**config.mk**
```make
export PLATFORM = sky130hd
export DESIGN_NAME = instruction_fetch
export DESIGN_NICKNAME = d
export VERILOG_FILES = /design/src/rtl/mips_pkg.sv /design/src/rtl/fetch_predictor.sv /design/src/rtl/instruction_fetch.sv
export SDC_FILE = /design/constraint.sdc
export NUM_CORES = 1
export LEC_CHECK = 0
export CAP_MARGIN = 20
export CORE_AREA = 2 2 110 112
export CTS_BUF_LIST = sky130_fd_sc_hd__clkbuf_8 sky130_fd_sc_hd__clkbuf_16
export DETAILED_ROUTE_END_ITERATION = 16
export DIE_AREA = 0 0 112 114
export HOLD_SLACK_MARGIN = 0.08
export PLACE_DENSITY = 0.74
export SLEW_MARGIN = 5
export SYNTH_ARGS = -nofsm -noshare
export SYNTH_HDL_FRONTEND = slang
export SYNTH_SLANG_ARGS = --single-unit
```
**constraint.sdc**
```tcl
create_clock -name clk -period 1.75 [get_ports clk]
set_input_delay 0.35 -clock clk [delete_from_list [all_inputs] [get_ports clk]]
set_output_delay 0.35 -clock clk [all_outputs]
set_load 0.01 [all_outputs]
```
**src/rtl/mips_pkg.sv**
```systemverilog
// Shared constants and types for the MIPS core front end.
package mips_pkg;

  localparam logic [5:0]  OP_J   = 6'h02;
  localparam logic [5:0]  OP_JAL = 6'h03;
  localparam logic [5:0]  OP_BEQ = 6'h04;
  localparam logic [5:0]  OP_BNE = 6'h05;
  localparam logic [5:0]  OP_ESW = 6'h3F;

  localparam logic [31:0] NOP              = 32'h0000_0000;
  localparam logic [31:0] DEFAULT_RESET_PC = 32'h0000_0000;

  // Source of the next PC, listed in decreasing priority.
  typedef enum logic [2:0] {
    SEL_REDIRECT,
    SEL_FAULT,
    SEL_STALL,
    SEL_PRED,
    SEL_SEQ
  } pc_sel_e;

  typedef struct packed {
    logic [31:0] instr;
    logic [31:0] pc_plus4;
    logic        valid;
    logic        pred_taken;
  } ifid_t;

  // An empty slot always presents a nop with no prediction.
  function automatic ifid_t squash_slot(input ifid_t s);
    ifid_t r;
    r            = s;
    r.instr      = NOP;
    r.valid      = 1'b0;
    r.pred_taken = 1'b0;
    return r;
  endfunction

endpackage

```
**src/rtl/fetch_predictor.sv**
```systemverilog
// Static backward-taken/forward-not-taken predictor for jumps and branches.
module fetch_predictor
  import mips_pkg::*;
(
  input  logic [31:0] pc,
  input  logic [31:0] instr,
  output logic        pred_taken,
  output logic [31:0] pred_pc
);

  logic [31:0] pc_plus4;
  logic [5:0]  opcode;
  logic [31:0] br_offset;

  assign pc_plus4  = pc + 32'd4;
  assign opcode    = instr[31:26];
  assign br_offset = {{14{instr[15]}}, instr[15:0], 2'b00};

  always_comb begin
    pred_taken = 1'b0;
    pred_pc    = pc_plus4;
    if ((opcode == OP_J) || (opcode == OP_JAL)) begin
      pred_taken = 1'b1;
      pred_pc    = {pc_plus4[31:28], instr[25:0], 2'b00};
    end else if (((opcode == OP_BEQ) || (opcode == OP_BNE)) && instr[15]) begin
      pred_taken = 1'b1;
      pred_pc    = pc_plus4 + br_offset;
    end
  end

endmodule

```
**src/rtl/instruction_fetch.sv**
```systemverilog
// IF stage: PC, instruction-memory address and IF/ID register.
// Define STATIC_BTFN_EN to enable static jump/backward-branch prediction.
module instruction_fetch
  import mips_pkg::*;
#(
  parameter logic [31:0] RESET_PC   = DEFAULT_RESET_PC,
  parameter int unsigned IMEM_WORDS = 256
) (
  input  logic        clk,
  input  logic        rst_n,
  output logic [31:0] imem_addr,
  input  logic [31:0] imem_instr,
  input  logic        stall,
  input  logic        flush,
  input  logic        redirect_valid,
  input  logic [31:0] redirect_pc,
  output logic [31:0] ifid_instr,
  output logic [31:0] ifid_pc_plus4,
  output logic        ifid_valid,
  output logic        ifid_pred_taken,
  output logic        fetch_fault
);

  localparam logic [31:0] IMEM_LIMIT = 32'(IMEM_WORDS * 4);

  logic [31:0] pc_q, pc_d;
  ifid_t       ifid_q, ifid_d;
  logic        fault_q, fault_d;

  logic [31:0] pc_plus4;
  logic        fault_now;
  logic        pred_taken_w;
  logic [31:0] pred_pc_w;
  pc_sel_e     sel;
  ifid_t       slot_new;

  assign pc_plus4  = pc_q + 32'd4;
  assign fault_now = (pc_q[1:0] != 2'b00) || (pc_q >= IMEM_LIMIT);

`ifdef STATIC_BTFN_EN
  fetch_predictor u_predictor (
    .pc         (pc_q),
    .instr      (imem_instr),
    .pred_taken (pred_taken_w),
    .pred_pc    (pred_pc_w)
  );
`else
  assign pred_taken_w = 1'b0;
  assign pred_pc_w    = pc_plus4;
`endif

  always_comb begin
    sel = SEL_SEQ;
    if (redirect_valid)           sel = SEL_REDIRECT;
    else if (fault_now || fault_q) sel = SEL_FAULT;
    else if (stall)               sel = SEL_STALL;
    else if (pred_taken_w)        sel = SEL_PRED;
  end

  always_comb begin
    slot_new            = '0;
    slot_new.instr      = imem_instr;
    slot_new.pc_plus4   = pc_plus4;
    slot_new.valid      = 1'b1;
    slot_new.pred_taken = pred_taken_w;

    pc_d    = pc_q;
    ifid_d  = ifid_q;
    fault_d = fault_q;
    unique case (sel)
      SEL_REDIRECT: begin
        pc_d    = redirect_pc;
        ifid_d  = squash_slot(slot_new);
        fault_d = 1'b0;
      end
      SEL_FAULT: begin
        ifid_d  = squash_slot(slot_new);
        fault_d = 1'b1;
      end
      SEL_STALL: begin
        if (flush) ifid_d = squash_slot(ifid_q);
      end
      SEL_PRED: begin
        pc_d   = pred_pc_w;
        ifid_d = flush ? squash_slot(slot_new) : slot_new;
      end
      default: begin
        pc_d   = pc_plus4;
        ifid_d = flush ? squash_slot(slot_new) : slot_new;
      end
    endcase
  end

  always_ff @(posedge clk or negedge rst_n) begin
    if (!rst_n) begin
      pc_q    <= RESET_PC;
      ifid_q  <= '0;
      fault_q <= 1'b0;
    end else begin
      pc_q    <= pc_d;
      ifid_q  <= ifid_d;
      fault_q <= fault_d;
    end
  end

  assign imem_addr       = pc_q;
  assign ifid_instr      = ifid_q.instr;
  assign ifid_pc_plus4   = ifid_q.pc_plus4;
  assign ifid_valid      = ifid_q.valid;
  assign ifid_pred_taken = ifid_q.pred_taken;
  assign fetch_fault     = fault_q;

endmodule
```
### Word level (Yosys, flattened, before mapping)

Cells that the tools add are included.

| word-level totals | value |
|---|---|
| input port bits | 69 |
| memories | 0 |
| output and inout bits | 99 |
| ROM bits | 0 |
| memory bits (writable) | 0 |
| latch bits | 0 |
| logic and storage cells | 26 |
| flip-flop bits (word level) | 99 |

| cells by class | value |
|---|---|
| equal/unequal tests | 3 |
| divide/modulo/power cells | 0 |
| multiply operators | 0 |
| muxes and demuxes | 8 |
| bitwise operators | 0 |
| reductions and logical operators | 7 |
| add/sub/neg operators | 1 |
| order comparisons | 1 |
| shift operators | 0 |

Operators with widths:

| cell | number |
|---|---|
| two-way mux 66 bit | 2 |
| one-hot mux 66 bit (2 select lines) | 1 |
| one-hot mux 32 bit (2 select lines) | 1 |
| adder 32 x 3 -> 32 bit (second input constant) | 1 |
| >= comparator 32 x 11 -> 1 bit (second input constant) | 1 |
| two-way mux 3 bit | 3 |
| nonzero test 2 bit | 2 |
| OR reduction 2 bit | 2 |
| == test 3 x 1 -> 1 bit (second input constant) | 1 |
| == test 3 x 2 -> 1 bit (second input constant) | 1 |
| logical NOT 3 bit | 1 |
| logical OR 1 bit | 2 |
| != test 2 bit (second input constant) | 1 |
| one-hot mux 1 bit (2 select lines) | 1 |

### Depth between registers and ports, before layout

Gate-level depths: netlist of the first run.

| depth | value |
|---|---|
| depth after elaboration | 8 |
| gate-level depth with buffers | 8 |

### Least setup slack after synthesis of the first run

Ideal clock, no wire load.

| timing | value |
|---|---|
| kind | reg2reg |
| from | reg pc_q[23], in the netlist imem_addr[23] |
| to | reg pc_q[4], in the netlist imem_addr[4] |
| buffers on the path | 1 |
| slack | -0.029 ns |
| setup time | 0.124 ns |
| data arrival time | 1.655 ns |
| stages on the path, launching flop included | 7 |
| cell sequence | dfrtp_1 -> nor4_2 -> nand2_2 -> nor4_4 -> buf_6 -> a21boi_2 -> o31a_1 |

| between the ends | value |
|---|---|
| word-level cells in the longest chain between the ends | 8 |
| elaborated cells between the ends (all ways) | 10 |
| those cells by class | order compare: 1; eq/ne: 2; mux: 3; reduce/logical: 4 |

RTL lines:

| item | line | source |
|---|---|---|
| start: declaration | instruction_fetch.sv:26 | `logic [31:0] pc_q, pc_d;` |
| start signal: assignment | instruction_fetch.sv:100 | `pc_q <= pc_d;` |
| >= comparator 32 x 11 -> 1 bit * | instruction_fetch.sv:38 | `assign fault_now = (pc_q[1:0] != 2'b00) \|\| (pc_q >= IMEM_LIMIT);` |
| logical OR 1 bit * | instruction_fetch.sv:38 |  |
| logical OR 1 bit * | instruction_fetch.sv:55 | `else if (fault_now \|\| fault_q) sel = SEL_FAULT;` |
| two-way mux 3 bit * | instruction_fetch.sv:55 |  |
| two-way mux 3 bit * | instruction_fetch.sv:54 | `if (redirect_valid) sel = SEL_REDIRECT;` |
| == test 3 x 2 -> 1 bit or == test 3 x 1 -> 1 bit (tied branches) | instruction_fetch.sv:70 | `unique case (sel)` |
| OR reduction 2 bit (no source line) | n/a |  |
| one-hot mux 32 bit (2 select lines) | instruction_fetch.sv:70 |  |

Every way passes the cells marked *; elsewhere a longest branch is shown, timed or not.
A chain may end at the register's enable or synchronous reset.

### Worst setup path after layout of the first run

| timing | value |
|---|---|
| from | reg pc_q[11], in the netlist imem_addr[11] |
| to | reg ifid_q (netlist bit ifid_pc_plus4[3]) |

| between the ends | value |
|---|---|
| word-level cells in the longest chain between the ends | 8 |
| elaborated cells between the ends (all ways) | 10 |
| those cells by class | order compare: 1; eq/ne: 2; mux: 3; reduce/logical: 4 |

RTL lines:

| item | line | source |
|---|---|---|
| >= comparator 32 x 11 -> 1 bit * | instruction_fetch.sv:38 |  |
| logical OR 1 bit * | instruction_fetch.sv:38 |  |
| logical OR 1 bit * | instruction_fetch.sv:55 |  |
| two-way mux 3 bit * | instruction_fetch.sv:55 |  |
| two-way mux 3 bit * | instruction_fetch.sv:54 |  |
| == test 3 x 1 -> 1 bit or logical NOT 3 bit (tied branches) | instruction_fetch.sv:70 |  |
| OR reduction 2 bit (no source line) | n/a |  |
| one-hot mux 66 bit (2 select lines) | instruction_fetch.sv:70 |  |
| end signal: assignment | instruction_fetch.sv:101 | `ifid_q <= ifid_d;` |
| end: declaration | instruction_fetch.sv:27 | `ifid_t ifid_q, ifid_d;` |

Marks and branches as above.

==> reports/qor.txt, run 1 <==
final hold slack - 0.421 ns
Worst Path Required - 1.97 ns
Initial DRC Count - 159
ANT cells - 0
Worst-Margin Slew - 0.531 ns
Synth area leader - dfrtp_1
status - complete, but fails checks
H-tree levels - 3
max_cap viols - 0
fin crit share - 107%
Seq cells post-synth - 98
wire per inst - 16.7 um
Reg2Reg Launch Point - imem_addr[11]$_DFFE_PN0N_
RR Endpoint - ifid_pc_plus4[3]$_DFFE_PN0N_
Final ANT Viol Nets - 0
GRT Residual Overflow - 0
share of the synthesized area in the top cell type - 54.5%
DIE AREA - 0.0128 mm2
area of the multi-input gates - 0.00202 mm2
number of port buffers - 166
dpl hpwl - 9200 um
P&R area growth vs syn - 60.5%
failing checks - negative setup slack
vias per inst - 5.01
Slew Viols, Final - 0
maximum VDD drop - 0.478 mV
DRC - 0
GP Congestion - 0.783
Setup-failing EPs final - 34
initial antenna violation count - 0
Worst Path Arrival - 2.09 ns
Mapped Nets - 482
Total GRT Usage - 20.2%
worst rel slew slack - 64.6%
top cells by area, synth - dfrtp_1 (54%), mux2i_1 (8.2%), nand2_1 (5.5%)
Worst setup SP type - register
Hold Fails Final Rpt - 0
vias in the first global route - 4125
Post-synth ARST share - 100%
Die Height - 114 um
Synth Warn # - 0
Rows - 40
min-delay worst type - input port to async pin
CTS Root Cell - clkbuf_16
Post-Syn Area - 0.00450 mm2
count of cell types in the netlist - 42
total CTS buffers - 9
FF-to-FF path depth - 6
element type at the critical path end - register
routed vias - 3865
min Tclk post-route - 1.87 ns
worst-path cell chain - nor4_2 > nand3_1 > buf_6 > nor4_4 > buf_6 > mux2_4
final worst setup slack - -0.120 ns
PD cells - 811 mW/mm2
critical path type - register to register
ys flop type - dfrtp_1
initial core utilization - 38.5%
FF+latch area - 0.00245 mm2
CTS sink cnt - 98
total wire length - 12900 um
final std cells w/o fill - 772
width of the die - 112 um
Seq/Total Area, Yosys - 54.5%
maximum number of pins on one net before global-route repair - 52
nets - 691
Critical Path Most Common Cell - buf_6
core box area - 0.0117 mm2
syn avg cell area - 11.0 um2
R2R setup slack - -0.12 ns
Pleak - 0.00324 uW
CP max stage cell - dfrtp_1
crit-path max FO - 6
CTS tree - built
Ports - 168
Synth Instances - 411
fmax - 535 MHz
drt first pass iters - 4
RSZ-0062 raised after global routing - true
first-pass GRT wire length - 20500 um
CTS max path bufs - 2
# fillers - 957
Placed Cells - 750
layout cells sized above 1 - 20.2%
Clock Latency Late Sink - 0.34 ns
Post-synth EDFFs - 0
final core utilization - 61.7%
Setup TNS - -1.02 ns
clk slew on worst S/H paths - 0.07 ns
Worst Skew - 0.00537 ns
Critical Path Max Stage Delay - 0.39 ns
cells by family (layout without fill, tap and decap cells):
group,Yosys count,after routing,synth area share [%]
adders and majority gates,2,2,0.556
and+or+nand+nor,166,166,18.5
muxes,58,58,13.5
buffers and inverters,28,242,3.14
xor gates and xnor gates,28,28,5.45
other,1,1,0.0833
AOI/OAI and AO/OA,30,30,4.31
DFF,98,98,54.5
flip-flops by register name, indices dropped and copies added (netlist names):
name           count
ifid_pc_plus4     32
fetch_fault        1
imem_addr         32
ifid_instr        32
ifid_valid         1
critical path, delay by kind of cell (launching register included):
family	cells	cell delay, ns
DFF	1	0.39
buffers and inverters	2	0.36
muxes	1	0.31
and+or+nand+nor	3	0.69
power by group:
part / total, uW / internal (uW) / switching (uW)
Clock: 2100 / 1280 / 824
Sequential: 2550 / 2430 / 124
Combinational: 1210 / 682 / 524
metrics by stage:
step | setup WS (ns) | cell area (um2) | total power, uW
final | -0.120 | 7230 | 5860
after global routing | -0.191 | 7230 | 6110
after CTS | -0.0479 | 7040 | 5910
after detailed placement | -0.114 | 6680 | 3800
after global placement | -0.0258 | 6680 | 3770
after floorplan | -0.0179 | 4510 | 3020
final cells by class:
class                   count  area share [%]
clock buffers              10            3.31
clock inverters             6            1.13
inverters                   6           0.312
multi-input cells         285            28.0
flip-flops and latches     98            34.0
well taps                 147            2.55
repair buffers            220            30.7
timing repair:
| item | 4_1_cts | 5_1_grt |
|---|---|---|
| cloned | 1 | 1 |
| hold buffers | 1 | 0 |
| buffers inserted | 2 | 1 |
| endpoints found under the hold margin | 14 | 0 |
| pin swaps | 5 | 15 |
| endpoints found under the setup margin | 78 | 89 |
| resized for setup | 19 | 51 |
synthesized netlist by cell type, types with 3 or more instances:
| master | number |
|---|---|
| buf_2 | 8 |
| a21o_1 | 4 |
| nand3_1 | 9 |
| nand4_1 | 4 |
| mux2i_1 | 37 |
| nor2_1 | 41 |
| dfrtp_1 | 98 |
| nor4_2 | 4 |
| clkbuf_1 | 9 |
| xor2_1 | 5 |
| buf_6 | 3 |
| nand2b_1 | 3 |
| nor3_1 | 12 |
| mux2_2 | 21 |
| o21ai_0 | 13 |
| and4_1 | 4 |
| a22oi_1 | 4 |
| nor2b_1 | 5 |
| inv_1 | 6 |
| nor4_1 | 8 |
| nand2_1 | 66 |
| xnor2_1 | 23 |
how the worst max path moves through the flow:
stage	start	endpoint	slack (ns)
2_1_floorplan	imem_addr[20]$_DFFE_PN0N_	imem_addr[4]$_DFFE_PN0N_	-0.02
5_1_grt	imem_addr[11]$_DFFE_PN0N_	imem_addr[4]$_DFFE_PN0N_	-0.19
6_report	imem_addr[11]$_DFFE_PN0N_	ifid_pc_plus4[3]$_DFFE_PN0N_	-0.12
3_3_place_gp	imem_addr[31]$_DFFE_PN0N_	imem_addr[4]$_DFFE_PN0N_	-0.03
3_5_place_dp	imem_addr[31]$_DFFE_PN0N_	ifid_pc_plus4[7]$_DFFE_PN0N_	-0.11
4_1_cts	imem_addr[23]$_DFFE_PN0N_	imem_addr[4]$_DFFE_PN0N_	-0.05
metal layers:
layer	up-vias	GRT usage, %	routed length, um
met2	130	36.0	6520
li1	1808	-	-
met4	0	6.26	198
met3	15	5.21	961
met5	-	0	0
met1	1912	24.3	5190
cell usage in the layout, fill, tap and decap left out, drive strengths merged, types with 4 or more instances in the layout:
| cell | instances |
|---|---|
| mux2i | 37 |
| a22oi | 4 |
| a21o | 4 |
| dfrtp | 98 |
| nor3 | 12 |
| inv | 7 |
| nand2 | 67 |
| xor2 | 5 |
| nand3 | 9 |
| nor2 | 41 |
| dlymetal6s2s | 16 |
| and4 | 4 |
| clkbuf | 11 |
| dlygate4sd2 | 13 |
| buf | 55 |
| o21ai | 14 |
| xnor2 | 23 |
| mux2 | 21 |
| nor2b | 5 |
| nor4 | 14 |
| nand4 | 6 |
| clkdlybuf4s50 | 134 |
No activity file was read; power rests on OpenSTA's default activity.
==> run 2: changes to the inputs <==
--- a/config.mk
+++ b/config.mk
@@ -6,10 +6,11 @@
 export NUM_CORES = 1
 export LEC_CHECK = 0
 export CAP_MARGIN = 20
-export CORE_AREA = 2 2 110 112
+export CORE_AREA = 2 2 98 124
 export CTS_BUF_LIST = sky130_fd_sc_hd__clkbuf_8 sky130_fd_sc_hd__clkbuf_16
+export CTS_CLUSTER_SIZE = 14
 export DETAILED_ROUTE_END_ITERATION = 16
-export DIE_AREA = 0 0 112 114
+export DIE_AREA = 0 0 100 126
 export HOLD_SLACK_MARGIN = 0.08
 export PLACE_DENSITY = 0.74
 export SLEW_MARGIN = 5
==> run 2 against run 1 <==
The run still ends with negative setup slack left. Critical path depth stayed put. Global-route usage hardly changed. Final cell count is 0.65% lower. Maximum frequency is 1.2% higher. Wire length is 0.98% lower. Utilization is 1.4 points higher. First-iteration DRC count is 6.3% higher. Design area hardly changed. Critical endpoint unchanged.
==> reports/qor.txt, run 2 (synthesized netlist as in run 1, its figures left out) <==
Pleak - 0.00320 uW
Ports - 168
number of port buffers - 166
initial antenna violation count - 1
maximum number of pins on one net before global-route repair - 57
hold path endpoint - ifid_pc_plus4[26]$_DFFE_PN0N_
width of the die - 100 um
routed vias - 3842
Hold Fails Final Rpt - 0
CTS Root Cell - clkbuf_16
H-tree levels - 3
maximum VDD drop - 0.442 mV
drt first pass iters - 4
Worst-Margin Slew - 0.554 ns
Overall Power - 6020 uW
element type at the critical path end - register
CTS tree - built
status - complete, but fails checks
Slew Viols, Final - 0
first-pass GRT wire length - 20100 um
crit-path max FO - 6
Worst Skew - 0.00967 ns
wire per inst - 16.6 um
Initial DRC Count - 169
critical path type - register to register
layout cells sized above 1 - 19.9%
total CTS buffers - 9
FF-to-FF path depth - 6
hold_sp - ifid_pc_plus4[26]$_DFFE_PN0N_
min-delay worst type - register to register
Finished Cell Area - 0.00722 mm2
vias per inst - 5.01
RR Endpoint - ifid_pc_plus4[3]$_DFFE_PN0N_
DRC - 0
vias in the first global route - 4082
CTS max path bufs - 2
core box area - 0.0115 mm2
fin crit share - 106%
final hold slack - 0.463 ns
Reg2Reg Launch Point - imem_addr[31]$_DFFE_PN0N_
most common cell after layout, fill and taps aside - clkdlybuf4s50_1
Worst Path Arrival - 2.07 ns
fmax - 541 MHz
R2R setup slack - -0.1 ns
Total GRT Usage - 20.2%
initial core utilization - 39.3%
GRT Residual Overflow - 0
met3 routed WL - 606 um
final core utilization - 63.1%
Max Used Layer - met4
RSZ-0062 raised after global routing - true
P&R area growth vs syn - 60.4%
PD cells - 833 mW/mm2
CTS sink cnt - 98
most frequent cells in the layout - clkdlybuf4s50_1 (136), dfrtp_1 (96), nand2_1 (64), buf_4 (46), nor2_1 (40)
Clock Latency Late Sink - 0.34 ns
wire length on met2 - 6780 um
Setup-failing EPs final - 19
final worst setup slack - -0.0975 ns
dpl hpwl - 9240 um
Rows - 44
Worst setup SP type - register
Final ANT Viol Nets - 0
Worst Path Required - 1.97 ns
failing checks - negative setup slack
min Tclk post-route - 1.85 ns
hold depth - 2
nets - 694
clk slew on worst S/H paths - 0.07 ns
GP Congestion - 0.818
DP Area - 0.00663 mm2
total wire length - 12700 um
wl on met1 - 5000 um
max_cap viols - 0
DIE AREA - 0.0126 mm2
worst rel slew slack - 63.0%
Die Height - 126 um
==> run 2: power by group <==
group          internal, uW  switching, uW  leakage [uW]
registers              2430            112       0.00121
logic                   675            528       0.00182
clock network          1440            837      0.000169
total                  4540           1480       0.00320
==> run 2: how the worst max path moves through the flow <==
stage | start | endpoint | cells past startpoint
2_1_floorplan | imem_addr[20]$_DFFE_PN0N_ | imem_addr[4]$_DFFE_PN0N_ | 6
3_3_place_gp | imem_addr[11]$_DFFE_PN0N_ | imem_addr[4]$_DFFE_PN0N_ | 6
3_5_place_dp | imem_addr[11]$_DFFE_PN0N_ | ifid_pc_plus4[14]$_DFFE_PN0N_ | 6
4_1_cts | imem_addr[20]$_DFFE_PN0N_ | ifid_instr[25]$_DFFE_PN0P_ | 7
5_1_grt | imem_addr[31]$_DFFE_PN0N_ | ifid_pc_plus4[3]$_DFFE_PN0N_ | 6
6_report | imem_addr[31]$_DFFE_PN0N_ | ifid_pc_plus4[3]$_DFFE_PN0N_ | 6
==> run 2: critical path: stages (launching register included) <==
cell	delay (ns)
dfrtp_1	0.40
nor4_2	0.31
nand3_2	0.18
buf_4	0.18
nor4_4	0.14
buf_6	0.20
mux2_4	0.32
==> run 2: per-layer routing <==
layer / track usage, % / vias to the layer above
li1: - / 1818
met1: 23.2 / 1868
met2: 36.2 / 133
met3: 3.44 / 23
met4: 9.43 / 0
met5: 0 / -
==> run 2: final cells by class <==
type | count | area, um2
diodes | 1 | 2.50
clock buffers | 10 | 239
clock inverters | 6 | 111
fillers | 917 | 4230
inverters | 6 | 22.5
multi-input cells | 285 | 2020
flip-flops and latches | 98 | 2450
well taps | 138 | 173
repair buffers | 223 | 2200
==> run 2: timing repair <==
item | CTS | global route
resized for setup | 20 | 34
hold buffers | 1 | 0
setup endpoints to repair | 85 | 83
pin swaps | 8 | 4
cloned | 0 | 1
endpoints found under the hold margin | 56 | 0
buffers inserted | 6 | 2
==> run 2: through the flow <==
step                      cells  setup WS, ns  TNS [ns]
after floorplan             411       -0.0179   -0.0179
after global placement      740       -0.0151   -0.0151
after detailed placement    740       -0.0956     -1.64
after CTS                   763       -0.0586    -0.608
after global routing        767        -0.177     -4.65
final                       767       -0.0975    -0.586
